$ cat src/rtl/spi_slave_rx.sv
// SPI receive capture: synchronizes an externally clocked SPI stream
// (CPOL=0, MSB first), assembles PACKET_SIZE-bit words and queues them
// in a small first-word-fall-through FIFO with frame-start tagging.
module spi_slave_rx #(
  parameter int PACKET_SIZE    = 8,
  parameter int FIFO_DEPTH     = 4,
  parameter int SAMPLE_ON_FALL = 1
) (
  input  logic                          iclk,
  input  logic                          reset,
  input  logic                          CLK,
  input  logic                          SS,
  input  logic                          SDO,
  output logic [PACKET_SIZE-1:0]        out_data,
  output logic                          out_first,
  output logic                          out_valid,
  input  logic                          out_ready,
  output logic [$clog2(FIFO_DEPTH):0]   fill,
  output logic                          busy,
  output logic                          frame_err,
  output logic                          overflow
);

  localparam int PW = $clog2(FIFO_DEPTH);
  localparam int CW = $clog2(PACKET_SIZE + 1);
  localparam logic [CW-1:0] LAST_BIT = CW'(PACKET_SIZE - 1);
  localparam logic [PW:0]   FULL_CNT = (PW + 1)'(FIFO_DEPTH);

  typedef enum logic [1:0] {WAIT_IDLE, IDLE, ACTIVE} state_t;

  // Synchronizer chains: bit 0 is the first flop, bit 1 the synced value,
  // bit 2 the previous synced value used for edge detection.
  logic [2:0] clk_sync_q;
  logic [2:0] ss_sync_q;
  logic [1:0] sdo_sync_q;

  logic clk_rise, clk_fall, samp_edge, ss_fall, ss_rise, sdo_s;

  state_t     state_q, state_d;
  logic [1:0] settle_q;

  logic start_frame, end_frame, take_bit;

  logic [CW-1:0]          bit_cnt_q;
  logic                   first_pend_q;
  logic                   wr_req_q;
  logic                   frame_err_q;
  logic [PACKET_SIZE-1:0] shift_q;
  logic [PACKET_SIZE-1:0] wr_word_q;
  logic                   wr_first_q;

  logic [PACKET_SIZE:0]   mem_q [FIFO_DEPTH];
  logic [PW-1:0]          wr_ptr_q, rd_ptr_q;
  logic [PW:0]            cnt_q;
  logic                   overflow_q;
  logic                   push, pop, full;
  logic [PACKET_SIZE:0]   head;

  // Bring the asynchronous SPI pins into the iclk domain, idle values on reset
  always_ff @(posedge iclk) begin
    if (reset) begin
      clk_sync_q <= 3'b000;
      ss_sync_q  <= 3'b111;
      sdo_sync_q <= 2'b00;
    end else begin
      clk_sync_q <= {clk_sync_q[1:0], CLK};
      ss_sync_q  <= {ss_sync_q[1:0], SS};
      sdo_sync_q <= {sdo_sync_q[0], SDO};
    end
  end

  assign clk_rise  = clk_sync_q[1] & ~clk_sync_q[2];
  assign clk_fall  = ~clk_sync_q[1] & clk_sync_q[2];
  assign samp_edge = (SAMPLE_ON_FALL != 0) ? clk_fall : clk_rise;
  assign ss_fall   = ~ss_sync_q[1] & ss_sync_q[2];
  assign ss_rise   = ss_sync_q[1] & ~ss_sync_q[2];
  assign sdo_s     = sdo_sync_q[1];

  // State register; settle_q lets the synchronizers flush their reset
  // values before SS is trusted, so a frame in flight at reset is skipped.
  always_ff @(posedge iclk) begin
    if (reset) begin
      state_q  <= WAIT_IDLE;
      settle_q <= 2'd0;
    end else begin
      state_q <= state_d;
      if (state_q == WAIT_IDLE && settle_q != 2'd3) settle_q <= settle_q + 2'd1;
    end
  end

  // Next-state logic
  always_comb begin
    state_d = state_q;
    case (state_q)
      WAIT_IDLE: if (settle_q == 2'd3 && ss_sync_q[1]) state_d = IDLE;
      IDLE:      if (ss_fall) state_d = ACTIVE;
      ACTIVE:    if (ss_rise) state_d = IDLE;
      default:   state_d = WAIT_IDLE;
    endcase
  end

  // FSM outputs; an SS release in the same cycle as a sample edge wins
  always_comb begin
    busy        = (state_q == ACTIVE);
    start_frame = (state_q == IDLE) & ss_fall;
    end_frame   = (state_q == ACTIVE) & ss_rise;
    take_bit    = (state_q == ACTIVE) & samp_edge & ~ss_rise;
  end

  // Bit counting, frame-start tracking, write request and frame error pulse
  always_ff @(posedge iclk) begin
    if (reset) begin
      bit_cnt_q    <= '0;
      first_pend_q <= 1'b0;
      wr_req_q     <= 1'b0;
      frame_err_q  <= 1'b0;
    end else begin
      wr_req_q    <= 1'b0;
      frame_err_q <= 1'b0;
      if (start_frame) begin
        bit_cnt_q    <= '0;
        first_pend_q <= 1'b1;
      end else if (end_frame) begin
        frame_err_q <= (bit_cnt_q != '0);
        bit_cnt_q   <= '0;
      end else if (take_bit) begin
        if (bit_cnt_q == LAST_BIT) begin
          wr_req_q     <= 1'b1;
          bit_cnt_q    <= '0;
          first_pend_q <= 1'b0;
        end else begin
          bit_cnt_q <= bit_cnt_q + CW'(1);
        end
      end
    end
  end

  // Shift register and the staged word handed to the FIFO next cycle
  always_ff @(posedge iclk) begin
    if (start_frame) begin
      shift_q <= '0;
    end else if (take_bit) begin
      shift_q <= {shift_q[PACKET_SIZE-2:0], sdo_s};
      if (bit_cnt_q == LAST_BIT) begin
        wr_word_q  <= {shift_q[PACKET_SIZE-2:0], sdo_s};
        wr_first_q <= first_pend_q;
      end
    end
  end

  assign full = (cnt_q == FULL_CNT);
  assign pop  = (cnt_q != '0) & out_ready;
  assign push = wr_req_q & (~full | pop);

  // FIFO storage
  always_ff @(posedge iclk) begin
    if (push) mem_q[wr_ptr_q] <= {wr_first_q, wr_word_q};
  end

  // FIFO pointers, occupancy and overflow pulse
  always_ff @(posedge iclk) begin
    if (reset) begin
      wr_ptr_q   <= '0;
      rd_ptr_q   <= '0;
      cnt_q      <= '0;
      overflow_q <= 1'b0;
    end else begin
      if (push) wr_ptr_q <= wr_ptr_q + PW'(1);
      if (pop)  rd_ptr_q <= rd_ptr_q + PW'(1);
      case ({push, pop})
        2'b10:   cnt_q <= cnt_q + (PW + 1)'(1);
        2'b01:   cnt_q <= cnt_q - (PW + 1)'(1);
        default: cnt_q <= cnt_q;
      endcase
      overflow_q <= wr_req_q & full & ~pop;
    end
  end

  assign head      = mem_q[rd_ptr_q];
  assign out_valid = (cnt_q != '0);
  assign out_data  = out_valid ? head[PACKET_SIZE-1:0] : '0;
  assign out_first = out_valid & head[PACKET_SIZE];
  assign fill      = cnt_q;
  assign frame_err = frame_err_q;
  assign overflow  = overflow_q;

endmodule

$ cat config.mk
export PLATFORM = sky130hd
export DESIGN_NAME = spi_slave_rx
export DESIGN_NICKNAME = d
export VERILOG_FILES = /design/src/rtl/spi_slave_rx.sv
export SDC_FILE = /design/constraint.sdc
export NUM_CORES = 1
export LEC_CHECK = 0
export CAP_MARGIN = 5
export CORE_MARGIN = 4
export CORE_UTILIZATION = 46
export CTS_CLUSTER_DIAMETER = 150
export CTS_CLUSTER_SIZE = 12
export DETAILED_ROUTE_END_ITERATION = 12
export PLACE_DENSITY_LB_ADDON = 0.12
export RECOVER_POWER = 50
export SYNTH_ARGS = -nofsm -noshare
export SYNTH_HDL_FRONTEND = slang
export SYNTH_SLANG_ARGS = --single-unit
$ cat constraint.sdc
create_clock -name iclk -period 3.2 [get_ports iclk]
set_clock_uncertainty 0.1 [all_clocks]
set_input_delay 0.64 -clock iclk [delete_from_list [all_inputs] [get_ports iclk]]
set_output_delay 0.64 -clock iclk [all_outputs]
set_load 0.03 [all_outputs]
# Yosys cells after proc, flatten, opt, wreduce, memory -nomap -nowiden
# Memory sizes are Yosys's and may differ from the RTL's. A register that Yosys moved wholly into a read port is not among the register bits.
# Index checks and enable logic that the tools add are counted.
classes:
  addsub: 6
  n_mul: 0
  div_mod_pow: 0
  order_cmp: 0
  n_eq_ne: 12
  n_shift: 0
  n_mux: 16
  bitwise_logic: 22
  n_reduce_logical: 14
ops:
  columns: ["cell", "n"]
  rows:
  - ["1-bit AND", 12]
  - ["2-bit 2-to-1 mux", 5]
  - ["1-bit NOT", 9]
  - ["3-bit AND reduction", 3]
  - ["8-bit 2-to-1 mux", 1]
  - ["1-bit 2-to-1 mux", 7]
  - ["2-bit by 1-bit adder with 2-bit output (second input constant)", 3]
  - ["2-bit == test (second input constant)", 3]
  - ["2-bit inequality test (second input constant)", 3]
  - ["2-bit case mux with 3 select lines", 1]
  - ["3-bit case mux with 2 select lines", 1]
  - ["2-bit nonzero test", 3]
  - ["3-bit OR reduction", 2]
  - ["4-bit by 1-bit adder with 4-bit output (second input constant)", 1]
  - ["2-bit by 1-bit == test with 1-bit output (second input constant)", 2]
  - ["4-bit by 3-bit == test with 1-bit output (second input constant)", 1]
  - ["4-bit 2-to-1 mux", 1]
  - ["2-bit by 1-bit inequality test with 1-bit output (second input constant)", 2]
  - ["4-bit nonzero test", 1]
  - ["4-bit OR reduction", 1]
  - ["3-bit by 1-bit adder with 3-bit output (second input constant)", 1]
  - ["3-bit == test (second input constant)", 1]
  - ["3-bit nonzero test", 1]
  - ["3-bit by 1-bit subtractor with 3-bit output (second input constant)", 1]
  - ["other kinds (3)", 4]
totals:
  register_bits: 43
  latchBits: 0
  ram_bits: 36
  mem_bits_ro: 0
  in_bits: 6
  output_inout_bits: 16
  mem_count: 1
mem_list:
  columns: ["name", "words", "word_bits", "rd", "rd_clocked_by_memory_dff", "wr", "line_no", "text"]
  rows:
  - ["mem_q", 4, 9, 1, 1, 1, "52", "logic [PACKET_SIZE:0] mem_q [FIFO_DEPTH];"]

# Depth between registers and ports, before layout
logic_depth:
  depth_word: 7
  ltp_mapped: 8

# Worst setup path before layout
# No wires, ideal clock.
synth_path:
  path_kind: "input to register"
  start: "in out_ready"
  end: "reg cnt_q[2] (netlist: fill[2])"
  setup_time_ps: 132
  t_arrival_ps: 2249
  t_required_ps: 2968
  setup_slack_ps: 719
  stages: 8
  n_path_buf: 1
  path_cell_list: "buf_2 > nand2_1 > or2_2 > fa_1 > or3b_2 > nand3_1 > o21a_1 > a21oi_1"
synth_via:
  elab_chain_cells: 5
  elab_cells_between_ends: 7
  classes_between: "eq/ne (2); mux (1); bitwise (3); reduce/logical (1)"
synth_rtl:
  columns: ["item", "line_no", "text"]
  rows:
  - ["start, declared", "17", "input logic out_ready,"]
  - ["1-bit AND (*)", "152", "assign pop = (cnt_q != '0) & out_ready;"]
  - ["1-bit OR", "153", "assign push = wr_req_q & (~full | pop);"]
  - ["1-bit AND", "153", null]
  - ["2-bit by 1-bit == test with 1-bit output / 2-bit == test (equally long branches)", "170", "case ({push, pop})"]
  - ["3-bit case mux with 2 select lines / 2-bit nonzero test (equally long branches)", null, null]
  - ["end signal, assigned", "171", "2'b10: cnt_q <= cnt_q + (PW + 1)'(1);"]
  - ["end signal, assigned", "172", "2'b01: cnt_q <= cnt_q - (PW + 1)'(1);"]
  - ["end signal, assigned", "173", "default: cnt_q <= cnt_q;"]
  - ["end, declared", "54", "logic [PW:0] cnt_q;"]
# Every way passes the cells marked *; elsewhere a longest branch is shown, timed or not.
# A chain may end at the register's enable or synchronous reset.

==> impl_metrics.ini <==
[status]
status = complete, no violations

[route]
wl_met2_um = 2290
ant_nets = 0
wl_met3_um = 196
totalWireLength_um = 4819
vias_per_cell = 5.191
drcViolationCount = 0
first_pass_iters = 4
top_layer = met4
met1_length_um = 2245
first_iter_violations = 90
num_vias = 1765
wl_per_cell_um = 14.17

[cts]
ctsResizeCount = 0
cts.sinks = 81
cts.htree.levels = 3
clockBufferDepth = 2
path_clk_slew_ns = 0.08
root_buffer = clkbuf_8
clk_latency_ns = 0.33
cts_tree = done
cts-buffers-inserted = 9
postCtsSetupRepairBufs = 0
cts_hold_buf = 0

[synthesis]
synthSimpleGateAreaFrac = 0.1465
synth.area.mux_share = 0.07404
synthXorXnorAreaFrac = 0.01951
synth_area_leader_cell = edfxtp_1
ys_top_cells_by_area = edfxtp_1 43%, dfxtp_1 23%, mux4_2 6.4%, ha_1 2.8%, and2_1 2.6%
synth_ff_type = edfxtp_1
synth_cells = 233
synth_edf_count = 45
synth_top_area_frac = 0.4299
synth.distinct_cells = 37
syn-num-nets = 247
yosysMostFrequentCell = edfxtp_1
yosys-top-cells-count = 45 x edfxtp_1, 36 x dfxtp_1, 17 x nor2_1
syn-mean-instance-area_um2 = 13.49
synth_area_um2 = 3143
synth_compound_area_frac = 0.04220
synth_top_family_by_area = simple AND/OR/NAND/NOR gates
synth_fa_ha_area_frac = 0.03424
ys_ff_latch = 81
synth_warnings = 0
synth-async-reset-ratio = 0
ys_seq_area_frac = 0.6592

[die]
num_io_pins = 22
core-area_um2 = 6495
row_count = 29
die_y_um = 90.66
die_w_um = 90.66
start_util = 0.4839
design.die.area_um2 = 8219

[worst_setup_path]
crit_chain = buf_4, mux4_2, and2_1, clkdlybuf4s50_1
rr_startpoint = fill[0]$_SDFFE_PP0P_
cpPeakStageDelay_ns = 0.58
r2r_cells = 8
worst_path_max_delay_cell = clkdlybuf4s50_1
crit_fanout = 9
reg2reg_slack_ns = 0.50
crit_buf_inv = 2
crit_path_end = out_data[4]
path_delay_family = buffers and inverters
crit_cells = 4
timing.rr.end = fill[2]$_SDFFE_PP0P_
worstPathRequired_ns = 2.46
worst_setup_path_start_kind = flip-flop
cp.arrival_ns = 2.15
endpoint_kind = output pin
critPathKind = flip-flop to output pin

[timing]
rsz0062_at_grt = no
min_period_ns = 2.890
hold_violations = 0
setup_viol = 0
timing.final.ws_setup_ns = 0.3099
relSlewSlack = 0.2413
slew_violations = 0
finalCritPeriodShare = 0.9032
max_freq_mhz = 346.0
fin_tns_setup_ns = 0
tightest_slew_ns = 1.136

[grt]
antenna_found_initial = 0
grt_overflow_total = 0
first_global_vias = 1688
grt_max_degree = 20
grt_usage = 0.1292
grt_pass1_wl_um = 8217

[placement]
hpwl_um = 3264
place_area_um2 = 3430
dp_slack_ns = 0.3386
io_buffer_count = 21
post-place-cells = 324
gp_congestion = 0.7939

[hold_path]
hp-class = flip-flop to flip-flop

[finish]
instances_no_fill = 340
antenna_cells = 0
area_growth_pct = 13.65
design_area_um2 = 3572
final_layout_size_suffix_gt1_frac = 0.1065
utilization = 0.5500
nNetsFinal = 272
multi_input_area_um2 = 989.7
fillers = 547
seq_area_um2 = 2072

[job]
max_cap_viol_count = 0

[power]
power.density_nw_per_um2 = 493.5
leakage_nw = 1.206
ir_drop_uv = 262.0
==> worst min-delay path by stage <==
stage,from,endpoint,slack [ns],depth (start not counted)
6_report,ss_sync_q[0]$_SDFF_PP1_,ss_sync_q[1]$_SDFF_PP1_,0.31,1
5_1_grt,ss_sync_q[0]$_SDFF_PP1_,ss_sync_q[1]$_SDFF_PP1_,0.34,1
3_5_place_dp,ss_sync_q[0]$_SDFF_PP1_,ss_sync_q[1]$_SDFF_PP1_,0.30,1
4_1_cts,ss_sync_q[0]$_SDFF_PP1_,ss_sync_q[1]$_SDFF_PP1_,0.32,1
2_1_floorplan,ss_sync_q[0]$_SDFF_PP1_,ss_sync_q[1]$_SDFF_PP1_,0.29,1
3_3_place_gp,ss_sync_q[0]$_SDFF_PP1_,ss_sync_q[1]$_SDFF_PP1_,0.29,1
==> area by class of cell <==
class	instances	share of cell area
sequential	81	0.5800
multi-input combinational	134	0.2771
timing repair buffer	25	0.06620
clock buffer	9	0.03468
tap	77	0.02697
clock inverter	7	0.007706
inverter	7	0.007356
==> power by group <==
| group | switching [mW] | internal, mW |
|---|---|---|
| logic | 0.0296 | 0.0352 |
| clock network | 0.320 | 0.264 |
| registers | 0.0105 | 1.10 |
==> cells by family (layout without fill, tap and decap cells) <==
family | after synthesis | after routing
simple gates | 86 | 86
mux | 12 | 12
fa+ha+maj | 8 | 8
compound gates | 21 | 21
flops | 81 | 81
xor+xnor | 7 | 7
buf+inv | 18 | 48
==> placed cells by master (no fill, tap or decap), types with 4 or more instances in the layout <==
| cell | synthesis | layout |
|---|---|---|
| edfxtp_1 | 45 | 45 |
| dfxtp_1 | 36 | 36 |
| clkdlybuf4s50_1 | 0 | 20 |
| nor2_1 | 17 | 17 |
| nand3_1 | 14 | 14 |
| nand2_1 | 13 | 13 |
| and2_1 | 13 | 13 |
| a21oi_1 | 11 | 11 |
| mux4_2 | 9 | 9 |
| clkbuf_8 | 0 | 9 |
| inv_1 | 7 | 7 |
| ha_1 | 7 | 7 |
| nor2b_1 | 6 | 6 |
| clkinv_1 | 0 | 6 |
| or2_2 | 5 | 5 |
| xor2_1 | 5 | 5 |
| nand2b_1 | 4 | 4 |
| nor3_1 | 4 | 4 |
==> layer usage <==
metal,up-vias,GRT usage
li1,886,-
met1,842,0.1693
met2,28,0.1933
met3,9,0.03250
met4,0,0.07653
met5,-,0
==> sequential cells by signal (all words and copies together) (netlist names), named ones only <==
signal and cells:
ss_sync_q 3, wr_ptr_q 2, rd_ptr_q 2, clk_sync_q 3, frame_err 1, sdo_sync_q 2, first_pend_q 1, wr_first_q 1
state_q 2, mem_q 36, settle_q 2, bit_cnt_q 4, wr_req_q 1, overflow 1, fill 3, wr_word_q 8
shift_q 7
==> per-stage QoR <==
stage               hold WS (ns)  power, mW
floorplan                 0.2895      1.186
CTS                       0.3167      1.792
detailed placement        0.2987      1.204
finish                    0.3104      1.763
global route              0.3426      1.843
global placement          0.2948      1.201
Power figures use the tool's default switching activity.
